<file path="config.mk">
export PLATFORM = sky130hd
export DESIGN_NAME = soma_bcd_serial
export DESIGN_NICKNAME = d
export VERILOG_FILES = /design/src/rtl/soma_bcd_serial.sv
export SDC_FILE = /design/constraint.sdc
export NUM_CORES = 1
export LEC_CHECK = 0
export ABC_CLOCK_PERIOD_IN_PS = 5630
export CAP_MARGIN = 15
export CORE_UTILIZATION = 31
export CTS_CLUSTER_DIAMETER = 60
export DETAILED_ROUTE_END_ITERATION = 10
export DONT_BUFFER_PORTS = 1
export PLACE_DENSITY = 0.57
export SYNTH_ARGS = -nofsm -noshare
export SYNTH_HDL_FRONTEND = slang
export SYNTH_SLANG_ARGS = --single-unit
</file>
<file path="constraint.sdc">
create_clock -name clk -period 5.63 [get_ports clk]
set_input_delay 0.2815 -clock clk [delete_from_list [all_inputs] [get_ports clk]]
set_output_delay 0.2815 -clock clk [all_outputs]
set_load 0.1 [all_outputs]
</file>
<file path="src/rtl/soma_bcd_serial.sv">
// Digit-serial BCD adder: one decimal digit per clock, least significant first.
// Optional ten's-complement subtraction when SUBTRACAO_EN is defined (adds modo/negativo ports).
module soma_bcd_serial #(
    parameter int unsigned DIGITOS = 4
) (
    input  logic                   clk,
    input  logic                   rst,
    input  logic                   agora,
    input  logic [4*DIGITOS-1:0]   A,
    input  logic [4*DIGITOS-1:0]   B,
`ifdef SUBTRACAO_EN
    input  logic                   modo,
    output logic                   negativo,
`endif
    output logic [4*DIGITOS-1:0]   S,
    output logic                   vai_um,
    output logic                   erro,
    output logic                   ocupado,
    output logic                   pronto
);

    localparam int unsigned W  = 4 * DIGITOS;
    localparam int unsigned CW = (DIGITOS > 1) ? $clog2(DIGITOS) : 1;
    localparam int unsigned IW = CW + 2;

    localparam logic [1:0] OCIOSO  = 2'd0;
    localparam logic [1:0] SOMANDO = 2'd1;
    localparam logic [1:0] FIM     = 2'd2;

    logic [1:0]    state, state_nxt;
    logic [CW-1:0] cnt, cnt_nxt;
    logic [W-1:0]  a_r, a_nxt, b_r, b_nxt, acc, acc_nxt, s_nxt;
    logic          modo_r, modo_nxt, carry, carry_nxt;
    logic          vai_um_nxt, erro_nxt, ocupado_nxt, pronto_nxt;
    logic          modo_in;

`ifdef SUBTRACAO_EN
    logic          negativo_nxt;
    assign modo_in = modo;
`else
    assign modo_in = 1'b0;
`endif

    // Current digit datapath
    logic [IW-1:0] base;
    logic [3:0]    a_dig, b_dig, b_eff, dig;
    logic [4:0]    t;
    logic          c_out, bad;
    logic [W-1:0]  acc_dig;

    always_comb begin
        base    = {cnt, 2'b00};
        a_dig   = a_r[base +: 4];
        b_dig   = b_r[base +: 4];
        b_eff   = modo_r ? 4'(4'd9 - b_dig) : b_dig;
        t       = 5'(a_dig) + 5'(b_eff) + 5'(carry);
        bad     = (a_dig > 4'd9) || (b_dig > 4'd9);
        if (t > 5'd9) begin
            dig   = 4'(t + 5'd6);
            c_out = 1'b1;
        end else begin
            dig   = t[3:0];
            c_out = 1'b0;
        end
        acc_dig             = acc;
        acc_dig[base +: 4]  = dig;
    end

    // Next-state and next-output logic
    always_comb begin
        state_nxt  = state;
        cnt_nxt    = cnt;
        a_nxt      = a_r;
        b_nxt      = b_r;
        modo_nxt   = modo_r;
        carry_nxt  = carry;
        acc_nxt    = acc;
        s_nxt      = S;
        vai_um_nxt = vai_um;
        erro_nxt   = erro;
`ifdef SUBTRACAO_EN
        negativo_nxt = negativo;
`endif
        case (state)
            OCIOSO, FIM: begin
                if (agora) begin
                    state_nxt = SOMANDO;
                    cnt_nxt   = '0;
                    a_nxt     = A;
                    b_nxt     = B;
                    modo_nxt  = modo_in;
                    carry_nxt = modo_in;
                    acc_nxt   = '0;
                    erro_nxt  = 1'b0;
                end else begin
                    state_nxt = OCIOSO;
                end
            end
            SOMANDO: begin
                acc_nxt   = acc_dig;
                carry_nxt = c_out;
                erro_nxt  = erro | bad;
                cnt_nxt   = cnt + CW'(1);
                if (cnt == CW'(DIGITOS - 1)) begin
                    state_nxt  = FIM;
                    cnt_nxt    = '0;
                    s_nxt      = acc_dig;
                    vai_um_nxt = c_out;
`ifdef SUBTRACAO_EN
                    negativo_nxt = modo_r & ~c_out;
`endif
                end
            end
            default: state_nxt = OCIOSO;
        endcase
        ocupado_nxt = (state_nxt == SOMANDO);
        pronto_nxt  = (state_nxt == FIM);
    end

    always_ff @(posedge clk or posedge rst) begin
        if (rst) begin
            state   <= OCIOSO;
            cnt     <= '0;
            a_r     <= '0;
            b_r     <= '0;
            modo_r  <= 1'b0;
            carry   <= 1'b0;
            acc     <= '0;
            S       <= '0;
            vai_um  <= 1'b0;
            erro    <= 1'b0;
            ocupado <= 1'b0;
            pronto  <= 1'b0;
`ifdef SUBTRACAO_EN
            negativo <= 1'b0;
`endif
        end else begin
            state   <= state_nxt;
            cnt     <= cnt_nxt;
            a_r     <= a_nxt;
            b_r     <= b_nxt;
            modo_r  <= modo_nxt;
            carry   <= carry_nxt;
            acc     <= acc_nxt;
            S       <= s_nxt;
            vai_um  <= vai_um_nxt;
            erro    <= erro_nxt;
            ocupado <= ocupado_nxt;
            pronto  <= pronto_nxt;
`ifdef SUBTRACAO_EN
            negativo <= negativo_nxt;
`endif
        end
    end

endmodule

</file>
==> impl_metrics.py, run 1 <==
metrics = {
    "outcome": {
        "outcome": "complete, no violations",
    },
    "clocking": {
        "worstSkewPairLatency_ns": 0.35,
        "hold_buffers": 0,
        "clockRootBuffer": "sky130_fd_sc_hd__clkbuf_8",
        "postCtsSetupBuffers": 0,
        "cts_tree": "yes",
        "htree_levels": 3,
        "post_cts_resized": 0,
        "clkSinkCount": 73,
        "clock_tree.buffer_depth": 2,
        "cts-buffers-inserted": 9,
        "clkSlewWorstSetupHoldPaths_ns": 0.07,
    },
    "synth": {
        "synth.top_cells.by_area": "sky130_fd_sc_hd__dfrtp_1, sky130_fd_sc_hd__mux2_2, sky130_fd_sc_hd__mux4_2",
        "seq_area_frac_synth_pct": 54.3,
        "synth_enable_flop_cells": 0,
        "synth_area_leader_cell": "sky130_fd_sc_hd__dfrtp_1",
        "cell_count_after_synthesis": 277,
        "synth.yosys.warnings": 0,
        "async_flop_share_pct": 100,
        "synth_area_um2": 3360,
        "syn-mean-instance-area_um2": 12.1,
        "synth.net_count": 324,
        "synthFlopType": "sky130_fd_sc_hd__dfrtp_1",
        "cell_with_the_most_instances_after_synthesis": "sky130_fd_sc_hd__dfrtp_1",
        "synth_common_cells": "sky130_fd_sc_hd__dfrtp_1, sky130_fd_sc_hd__mux2_2, sky130_fd_sc_hd__nand2_1, sky130_fd_sc_hd__a21oi_1, sky130_fd_sc_hd__o21ai_0",
        "synth_top_cell_area_share_pct": 54.3,
        "flip_flop_and_latch_count_after_synthesis": 73,
        "yosys.cell_types.count": 35,
    },
    "die": {
        "die_area_um2": 11300,
        "floorplan.die.width_um": 106,
        "placementRows": 37,
        "pin_count": 55,
        "core_area_um2": 10400,
        "start_util_pct": 32.3,
        "die_h_um": 106,
    },
    "place": {
        "finalWeightedCongestion": 0.752,
        "count_of_buffers_from_port_buffering": 0,
        "dp.final_hpwl_um": 4750,
    },
    "timing": {
        "setup_repair_after_global_routing_missed_its_margin": "no",
        "tightest_slew_ns": 1.04,
        "timing.final.setup_violations": 0,
        "timing.final.hold_violations": 0,
        "post_route_setup_tns_ns": 0,
        "highest_clock_rate_ghz": 0.235,
        "worst_slew_margin_rel_pct": 30.8,
        "clock_skew_ns": 0.00608,
        "maxSlewViolCount": 0,
        "layout_worst_path_cycle_share_pct": 75.6,
        "finalCriticalPeriod_ns": 4.25,
    },
    "setup_path": {
        "r2r-start": "cnt[0]$_DFFE_PP0P_",
        "worstSetupStartpoint": "cnt[0]$_DFFE_PP0P_",
        "cp.arrival_ns": 4.46,
        "timing.critical_path.from_type": "flop",
        "worst_ep_required_time_ns": 5.84,
        "critical_path_class": "reg -> reg",
        "cp_endpoint_kind": "flop",
        "path_max_fanout": 16,
    },
    "global_route": {
        "grt_first_pass_wirelength_um": 11900,
        "globalRouteOverflowTotal": 0,
        "grt.total_usage_pct": 13.9,
        "grt_antenna_before_repair": 0,
        "grt_start_max_net_pins": 74,
        "grt_pass1_vias": 2271,
    },
    "detailed_routing": {
        "routedWlPerCell_um": 16.8,
        "detailedRoute.firstPassIterationCount": 4,
        "count_of_routing_violations_after_the_opening_detailed_route_iteration": 123,
        "vias": 2114,
        "drcViolationCount": 0,
        "mean_number_of_vias_per_cell": 5.06,
        "wirelength_um": 7020,
        "antenna_left": 0,
    },
    "finish": {
        "finalNetCount": 324,
        "drive_gt1_share_pct": 22.7,
        "diodes": 0,
        "syn2layout_area_growth_pct": 10.9,
    },
    "run": {
        "max_cap_violations": 0,
    },
    "worst_hold_path": {
        "hp-start": "B[11]",
        "timing.hold.worst.class": "in -> reg",
    },
}
-- layer usage --
layer,track usage [%],vias to the layer above,part of all wire (%)
met5,0,-,0
met4,3.27,0,0.58
met3,6.81,6,8.5
met2,21.9,64,47
met1,16.9,1058,44
li1,-,986,-
-- final timing paths --
| path | depth (start not counted) | to | slack, ns |
|---|---|---|---|
| worst max-delay path | 10 | acc[3]$_DFFE_PP0P_ | 1.38 |
| worst min-delay path | 1 | b_r[11]$_DFFE_PP0P_ | 0.08 |
| worst max register to register | 10 | acc[3]$_DFFE_PP0P_ | 1.38 |
| worst min register to register | 2 | acc[10]$_DFFE_PP0P_ | 0.48 |
| max in group asynchronous | 2 | a_r[0]$_DFFE_PP0P_ | 4.91 |
| min in group asynchronous | 2 | a_r[7]$_DFFE_PP0P_ | 0.09 |
-- metrics by stage --
step	setup WS [ns]	hold WS, ns	utilization, %	instances	cell area, µm²
3_5_place_dp	1.36	0.436	33.6	402	3500
5_1_grt	1.06	0.0516	35.8	418	3730
2_1_floorplan	1.90	0.433	-	277	3360
6_report	1.38	0.0811	35.8	418	3730
4_1_cts	1.33	0.0600	35.8	418	3730
3_3_place_gp	1.54	0.434	33.6	402	3500
-- cell type report --
class	instances	area [µm²]
fillers	1054	6690
clock inverters	5	77.6
repair buffers	2	15.0
inverters	11	41.3
multi-input cells	180	1450
well taps	136	170
flip-flops and latches	73	1830
clock buffers	11	151
-- kinds of logic after synthesis --
group | synth area share, %
flops | 54.3
compound gates | 11.8
simple gates | 8.85
mux | 16.5
buf+inv | 2.83
fa+ha+maj | 4.91
xor+xnor | 0.744
-- flip-flops by register name, indices dropped and copies added, names as in the netlist --
signal / count
S: 16
pronto: 1
erro: 1
carry: 1
ocupado: 1
b_r: 16
a_r: 16
vai_um: 1
state: 2
acc: 16
cnt: 2
-- critical path, cell delays in order (launching register included) --
cell and delay [ns]:
sky130_fd_sc_hd__dfrtp_1 0.85, sky130_fd_sc_hd__mux4_2 0.63, sky130_fd_sc_hd__fa_1 0.44, sky130_fd_sc_hd__fa_1 0.56, sky130_fd_sc_hd__inv_1 0.07, sky130_fd_sc_hd__ha_1 0.21
sky130_fd_sc_hd__nor2b_1 0.13, sky130_fd_sc_hd__a31o_2 0.26, sky130_fd_sc_hd__a2111oi_0 0.42, sky130_fd_sc_hd__nand2b_1 0.37, sky130_fd_sc_hd__o21ai_0 0.17
-- cells in the final DEF (no fill, tap or decap), types with 8 or more instances in the layout --
cell type,n
sky130_fd_sc_hd__inv_1,10
sky130_fd_sc_hd__o21ai_0,18
sky130_fd_sc_hd__mux2_2,32
sky130_fd_sc_hd__nor2_1,11
sky130_fd_sc_hd__a21oi_1,20
sky130_fd_sc_hd__nand2_1,27
sky130_fd_sc_hd__clkbuf_8,11
sky130_fd_sc_hd__ha_1,10
sky130_fd_sc_hd__dfrtp_1,73
sky130_fd_sc_hd__nor3b_1,10
sky130_fd_sc_hd__mux4_2,8
sky130_fd_sc_hd__o21ai_1,8
Power of run 1 is left out: the tool's default activity adds up to more than one toggle a clock period on the data nets, which glitch-free logic cannot reach.
==> run 2, diff against run 1 <==
--- a/config.mk
+++ b/config.mk
@@ -5,7 +5,7 @@
 export SDC_FILE = /design/constraint.sdc
 export NUM_CORES = 1
 export LEC_CHECK = 0
-export ABC_CLOCK_PERIOD_IN_PS = 5630
+export ABC_CLOCK_PERIOD_IN_PS = 4400
 export CAP_MARGIN = 15
 export CORE_UTILIZATION = 31
 export CTS_CLUSTER_DIAMETER = 60
==> constraint.sdc (replaced) <==
create_clock -name clk -period 4.4 [get_ports clk]
set_input_delay 0.22 -clock clk [delete_from_list [all_inputs] [get_ports clk]]
set_output_delay 0.22 -clock clk [all_outputs]
set_load 0.1 [all_outputs]
==> run 2 against run 1 <==
Clock-buffer cell count shrank 1. Final cell count grew 7.2%. Hold slack lost 0.059 ns. Via count grew 5.4%. Critical path depth is the same. Flip-flop and latch count is the same. Critical path type unchanged. Sequential share of layout area shrank 3.2 points. Fmax grew 15%.
==> impl_metrics.py, run 2 (synthesis results as in run 1) <==
metrics = {
    "die": {
        "die_area_um2": 11300,
        "pin_count": 55,
        "die_h_um": 106,
        "core_area_um2": 10400,
        "start_util_pct": 32.3,
        "placementRows": 37,
        "floorplan.die.width_um": 106,
    },
    "setup_path": {
        "critPathMostFrequentCell": "sky130_fd_sc_hd__fa_1",
        "crit_slowest_cell": "sky130_fd_sc_hd__fa_1",
        "worst_ep_required_time_ns": 4.67,
        "cp.arrival_ns": 3.97,
        "path_max_fanout": 8,
        "path_buf_inv": 1,
        "r2r-end": "S[10]$_DFFE_PP0P_",
        "r2r_slack_ns": 0.70,
        "max_stage_delay_ns": 0.58,
        "critical_path_class": "reg -> reg",
        "cp_endpoint_kind": "flop",
        "critical_path.cell_chain": "mux4_2 -> fa_1 -> fa_1 -> inv_1 -> ha_1 -> nor2b_1 -> a31o_2 -> o31ai_4 -> mux2_4 -> o21ai_0",
        "r2r-start": "cnt[0]$_DFFE_PP0P_",
        "timing.critical_path.from_type": "flop",
        "reg2reg_depth": 10,
        "path_delay_family": "adder cells",
    },
    "timing": {
        "maxSlewViolCount": 0,
        "worst_slew_margin_rel_pct": 28.5,
        "highest_clock_rate_ghz": 0.270,
        "setup_repair_after_global_routing_missed_its_margin": "no",
        "setup_slack_ns": 0.697,
        "worst_hold_slack_ns": 0.0216,
        "timing.final.hold_violations": 0,
        "tightest_slew_ns": 1.07,
        "timing.final.setup_violations": 0,
        "layout_worst_path_cycle_share_pct": 84.2,
        "post_route_setup_tns_ns": 0,
        "clock_skew_ns": 0.00729,
        "finalCriticalPeriod_ns": 3.70,
    },
    "detailed_routing": {
        "detailedRoute.firstPassIterationCount": 4,
        "count_of_routing_violations_after_the_opening_detailed_route_iteration": 85,
        "routedWlPerCell_um": 16.4,
        "vias": 2228,
        "antenna_left": 0,
        "mean_number_of_vias_per_cell": 4.97,
        "drcViolationCount": 0,
        "wirelength_um": 7340,
    },
    "finish": {
        "most_frequent_cells_in_the_layout": "sky130_fd_sc_hd__dfrtp_1, sky130_fd_sc_hd__mux2_2, sky130_fd_sc_hd__nand2_1",
        "syn2layout_area_growth_pct": 18.8,
        "final_core_util_pct": 38.4,
        "diodes": 0,
        "layout_commonest_cell": "sky130_fd_sc_hd__dfrtp_1",
        "drive_gt1_share_pct": 21.8,
        "finalNetCount": 354,
    },
    "worst_hold_path": {
        "hp-start": "A[0]",
        "timing.hold.worst.class": "in -> reg",
        "whs_endpoint": "a_r[0]$_DFFE_PP0P_",
        "hold_path_depth": 1,
    },
    "clocking": {
        "cts_tree": "yes",
        "htree_levels": 3,
        "cts-buffers-inserted": 9,
        "post_cts_resized": 0,
        "clkSinkCount": 73,
        "clock_tree.buffer_depth": 2,
        "clkSlewWorstSetupHoldPaths_ns": 0.08,
        "clockRootBuffer": "sky130_fd_sc_hd__clkbuf_8",
        "worstSkewPairLatency_ns": 0.35,
    },
    "place": {
        "finalWeightedCongestion": 0.759,
        "count_of_buffers_from_port_buffering": 0,
        "place_worst_setup_slack_ns": 0.661,
        "dp.final_hpwl_um": 5080,
    },
    "global_route": {
        "grt_first_pass_wirelength_um": 12400,
        "grt_antenna_before_repair": 0,
        "grt_start_max_net_pins": 43,
        "grt_util_met1_pct": 18.6,
        "top_usage_layer": "met2",
        "grt.total_usage_pct": 14.3,
        "globalRouteMet3Util_pct": 5.52,
        "grt_pass1_vias": 2398,
        "gr-usage-met2_pct": 22.4,
        "globalRouteOverflowTotal": 0,
    },
    "outcome": {
        "outcome": "complete, no violations",
    },
    "run": {
        "max_cap_violations": 0,
    },
}
[run 2: area by class of cell]
class	instances	area (µm²)
fillers	1018	6420
flip-flops and latches	73	1830
multi-input cells	180	1450
repair buffers	32	305
well taps	136	170
clock buffers	10	138
clock inverters	6	66.3
inverters	11	41.3
[run 2: worst max path at each step]
stage | depth (start not counted) | start | end
final | 10 | cnt[0]$_DFFE_PP0P_ | S[10]$_DFFE_PP0P_
after global placement | 10 | cnt[0]$_DFFE_PP0P_ | S[10]$_DFFE_PP0P_
after detailed placement | 10 | cnt[0]$_DFFE_PP0P_ | S[10]$_DFFE_PP0P_
after global routing | 10 | cnt[0]$_DFFE_PP0P_ | S[10]$_DFFE_PP0P_
after CTS | 10 | cnt[0]$_DFFE_PP0P_ | S[10]$_DFFE_PP0P_
after floorplan | 11 | cnt[0]$_DFFE_PP0P_ | S[2]$_DFFE_PP0P_
[run 2: routing by layer]
metal	part of all wire (%)	routed length (µm)
met5	0	0
met4	0.79	58
met1	46	3400
met2	47	3440
met3	6.2	452
[run 2: per-stage QoR]
stage / cell area, µm² / cells
2_1_floorplan: 3360 / 277
3_3_place_gp: 3530 / 406
3_5_place_dp: 3530 / 406
4_1_cts: 3980 / 446
5_1_grt: 4000 / 448
6_report: 4000 / 448
[run 2: what timing repair did]
action                     4_1_cts  5_1_grt
hold buffers                    24        2
buffers inserted                 0        0
setup endpoints to repair        0        0
hold endpoints to repair        54        2
Power of run 2 is left out for the same reason.
==> run 3, diff against run 2 <==
--- a/config.mk
+++ b/config.mk
@@ -5,7 +5,7 @@
 export SDC_FILE = /design/constraint.sdc
 export NUM_CORES = 1
 export LEC_CHECK = 0
-export ABC_CLOCK_PERIOD_IN_PS = 4400
+export ABC_CLOCK_PERIOD_IN_PS = 3550
 export CAP_MARGIN = 15
 export CORE_UTILIZATION = 31
 export CTS_CLUSTER_DIAMETER = 60
==> constraint.sdc (replaced) <==
create_clock -name clk -period 3.55 [get_ports clk]
set_input_delay 0.1775 -clock clk [delete_from_list [all_inputs] [get_ports clk]]
set_output_delay 0.1775 -clock clk [all_outputs]
set_load 0.1 [all_outputs]
==> run 3 against run 2 <==
Via count increased by 2.6%. Clock-buffer cell count stayed put. Sequential share of layout area fell by 1.7 points. Setup slack worse by 0.57 ns. Highest routed layer unchanged.
==> impl_metrics.py, run 3 (synthesis results as in run 1) <==
metrics = {
    "finish": {
        "layout_commonest_cell": "sky130_fd_sc_hd__dfrtp_1",
        "drive_gt1_share_pct": 24.6,
        "most_frequent_cells_in_the_layout": "sky130_fd_sc_hd__dfrtp_1, sky130_fd_sc_hd__dlygate4sd3_1, sky130_fd_sc_hd__mux2_2",
        "final_cell_area_um2": 4160,
        "diodes": 0,
        "finalNetCount": 367,
        "syn2layout_area_growth_pct": 23.6,
        "fin_cells": 461,
    },
    "clocking": {
        "cts_tree": "yes",
        "clkSinkCount": 73,
        "clkSlewWorstSetupHoldPaths_ns": 0.08,
        "htree_levels": 3,
        "clockRootBuffer": "sky130_fd_sc_hd__clkbuf_8",
        "cts-buffers-inserted": 9,
        "worstSkewPairLatency_ns": 0.35,
        "clock_tree.buffer_depth": 2,
    },
    "global_route": {
        "grt_first_pass_wirelength_um": 12600,
        "grt_util_met1_pct": 18.4,
        "grt_pass1_vias": 2444,
        "globalRouteMet3Util_pct": 4.29,
        "globalRouteOverflowTotal": 0,
        "gr-usage-met2_pct": 23.2,
        "grt_antenna_before_repair": 0,
        "grt.total_usage_pct": 14.4,
        "top_usage_layer": "met2",
        "grt_start_max_net_pins": 41,
    },
    "setup_path": {
        "cp_endpoint_kind": "flop",
        "timing.critical_path.from_type": "flop",
        "cp.arrival_ns": 3.68,
        "worst_ep_required_time_ns": 3.81,
        "path_max_fanout": 8,
        "critical_path_class": "reg -> reg",
    },
    "worst_hold_path": {
        "timing.hold.worst.class": "in -> reg",
    },
    "timing": {
        "clock_skew_ns": 0.0139,
        "timing.final.hold_violations": 0,
        "finalCriticalPeriod_ns": 3.42,
        "layout_worst_path_cycle_share_pct": 96.3,
        "tightest_slew_ns": 1.08,
        "highest_clock_rate_ghz": 0.293,
        "post_route_setup_tns_ns": 0,
        "worst_slew_margin_rel_pct": 27.7,
        "maxSlewViolCount": 0,
        "timing.final.setup_violations": 0,
        "setup_repair_after_global_routing_missed_its_margin": "no",
        "worst_hold_slack_ns": 0.301,
    },
    "detailed_routing": {
        "vias": 2286,
        "mean_number_of_vias_per_cell": 4.96,
        "routedWlPerCell_um": 15.7,
        "detailedRoute.firstPassIterationCount": 4,
        "drcViolationCount": 0,
        "antenna_left": 0,
        "wirelength_um": 7250,
        "count_of_routing_violations_after_the_opening_detailed_route_iteration": 103,
    },
    "die": {
        "placementRows": 37,
        "pin_count": 55,
        "core_area_um2": 10400,
        "start_util_pct": 32.3,
        "floorplan.die.width_um": 106,
        "die_h_um": 106,
        "die_area_um2": 11300,
    },
    "place": {
        "dp.final_hpwl_um": 4950,
        "placed_cells": 410,
        "finalWeightedCongestion": 0.721,
        "count_of_buffers_from_port_buffering": 0,
        "dpl_cell_area_um2": 3570,
    },
    "outcome": {
        "outcome": "complete, no violations",
    },
    "run": {
        "max_cap_violations": 0,
    },
}
run 3: timing repair:
item | in CTS | in global routing
gates resized for setup | 1 | 8
hold endpoints to repair | 69 | 0
pin swaps | 1 | 1
hold buffers | 33 | 0
buffers inserted | 2 | 0
endpoints found under the setup margin | 15 | 24
run 3: area by class of cell:
cell class | instances | area, µm²
timing repair buffer | 45 | 420
inverter | 11 | 41.3
sequential | 73 | 1830
fill | 1008 | 6260
clock buffer | 10 | 138
tap | 136 | 170
clock inverter | 6 | 88.8
multi-input combinational | 180 | 1470
run 3: worst max-delay path, cell delays in order (launching register included):
cell and delay, ns:
sky130_fd_sc_hd__dfrtp_2 0.42, sky130_fd_sc_hd__mux4_2 0.55, sky130_fd_sc_hd__fa_2 0.40, sky130_fd_sc_hd__fa_2 0.56
sky130_fd_sc_hd__inv_1 0.06, sky130_fd_sc_hd__ha_2 0.19, sky130_fd_sc_hd__nor2b_1 0.13, sky130_fd_sc_hd__a31o_2 0.25
sky130_fd_sc_hd__o31ai_4 0.23, sky130_fd_sc_hd__mux2_4 0.39, sky130_fd_sc_hd__o21ai_0 0.17
run 3: metal layers:
metal | wire (µm) | part of all wire, %
met1 | 3350 | 46
met2 | 3430 | 47
met5 | 0 | 0
met3 | 380 | 5.2
met4 | 90 | 1.2
run 3: per-stage QoR:
step	util [%]	setup slack [ns]
floorplan	-	0.0193
global placement	34.2	0.0853
detailed placement	34.2	-0.0795
CTS	39.7	0.000728
global route	39.9	0.00353
finish	39.9	0.132
run 3: worst paths after layout:
| path | end | slack [ns] | start | depth (start not counted) |
|---|---|---|---|---|
| max reg2reg | S[6]$_DFFE_PP0P_ | 0.13 | cnt[0]$_DFFE_PP0P_ | 10 |
| min reg2reg | acc[10]$_DFFE_PP0P_ | 0.48 | acc[10]$_DFFE_PP0P_ | 2 |
| min in group asynchronous | acc[14]$_DFFE_PP0P_ | 0.44 | rst | 2 |
| max in group asynchronous | cnt[0]$_DFFE_PP0P_ | 2.12 | rst | 3 |
| max | S[6]$_DFFE_PP0P_ | 0.13 | cnt[0]$_DFFE_PP0P_ | 10 |
| min | erro$_DFFE_PP0P_ | 0.30 | agora | 2 |
Power of run 3 is left out for the same reason.
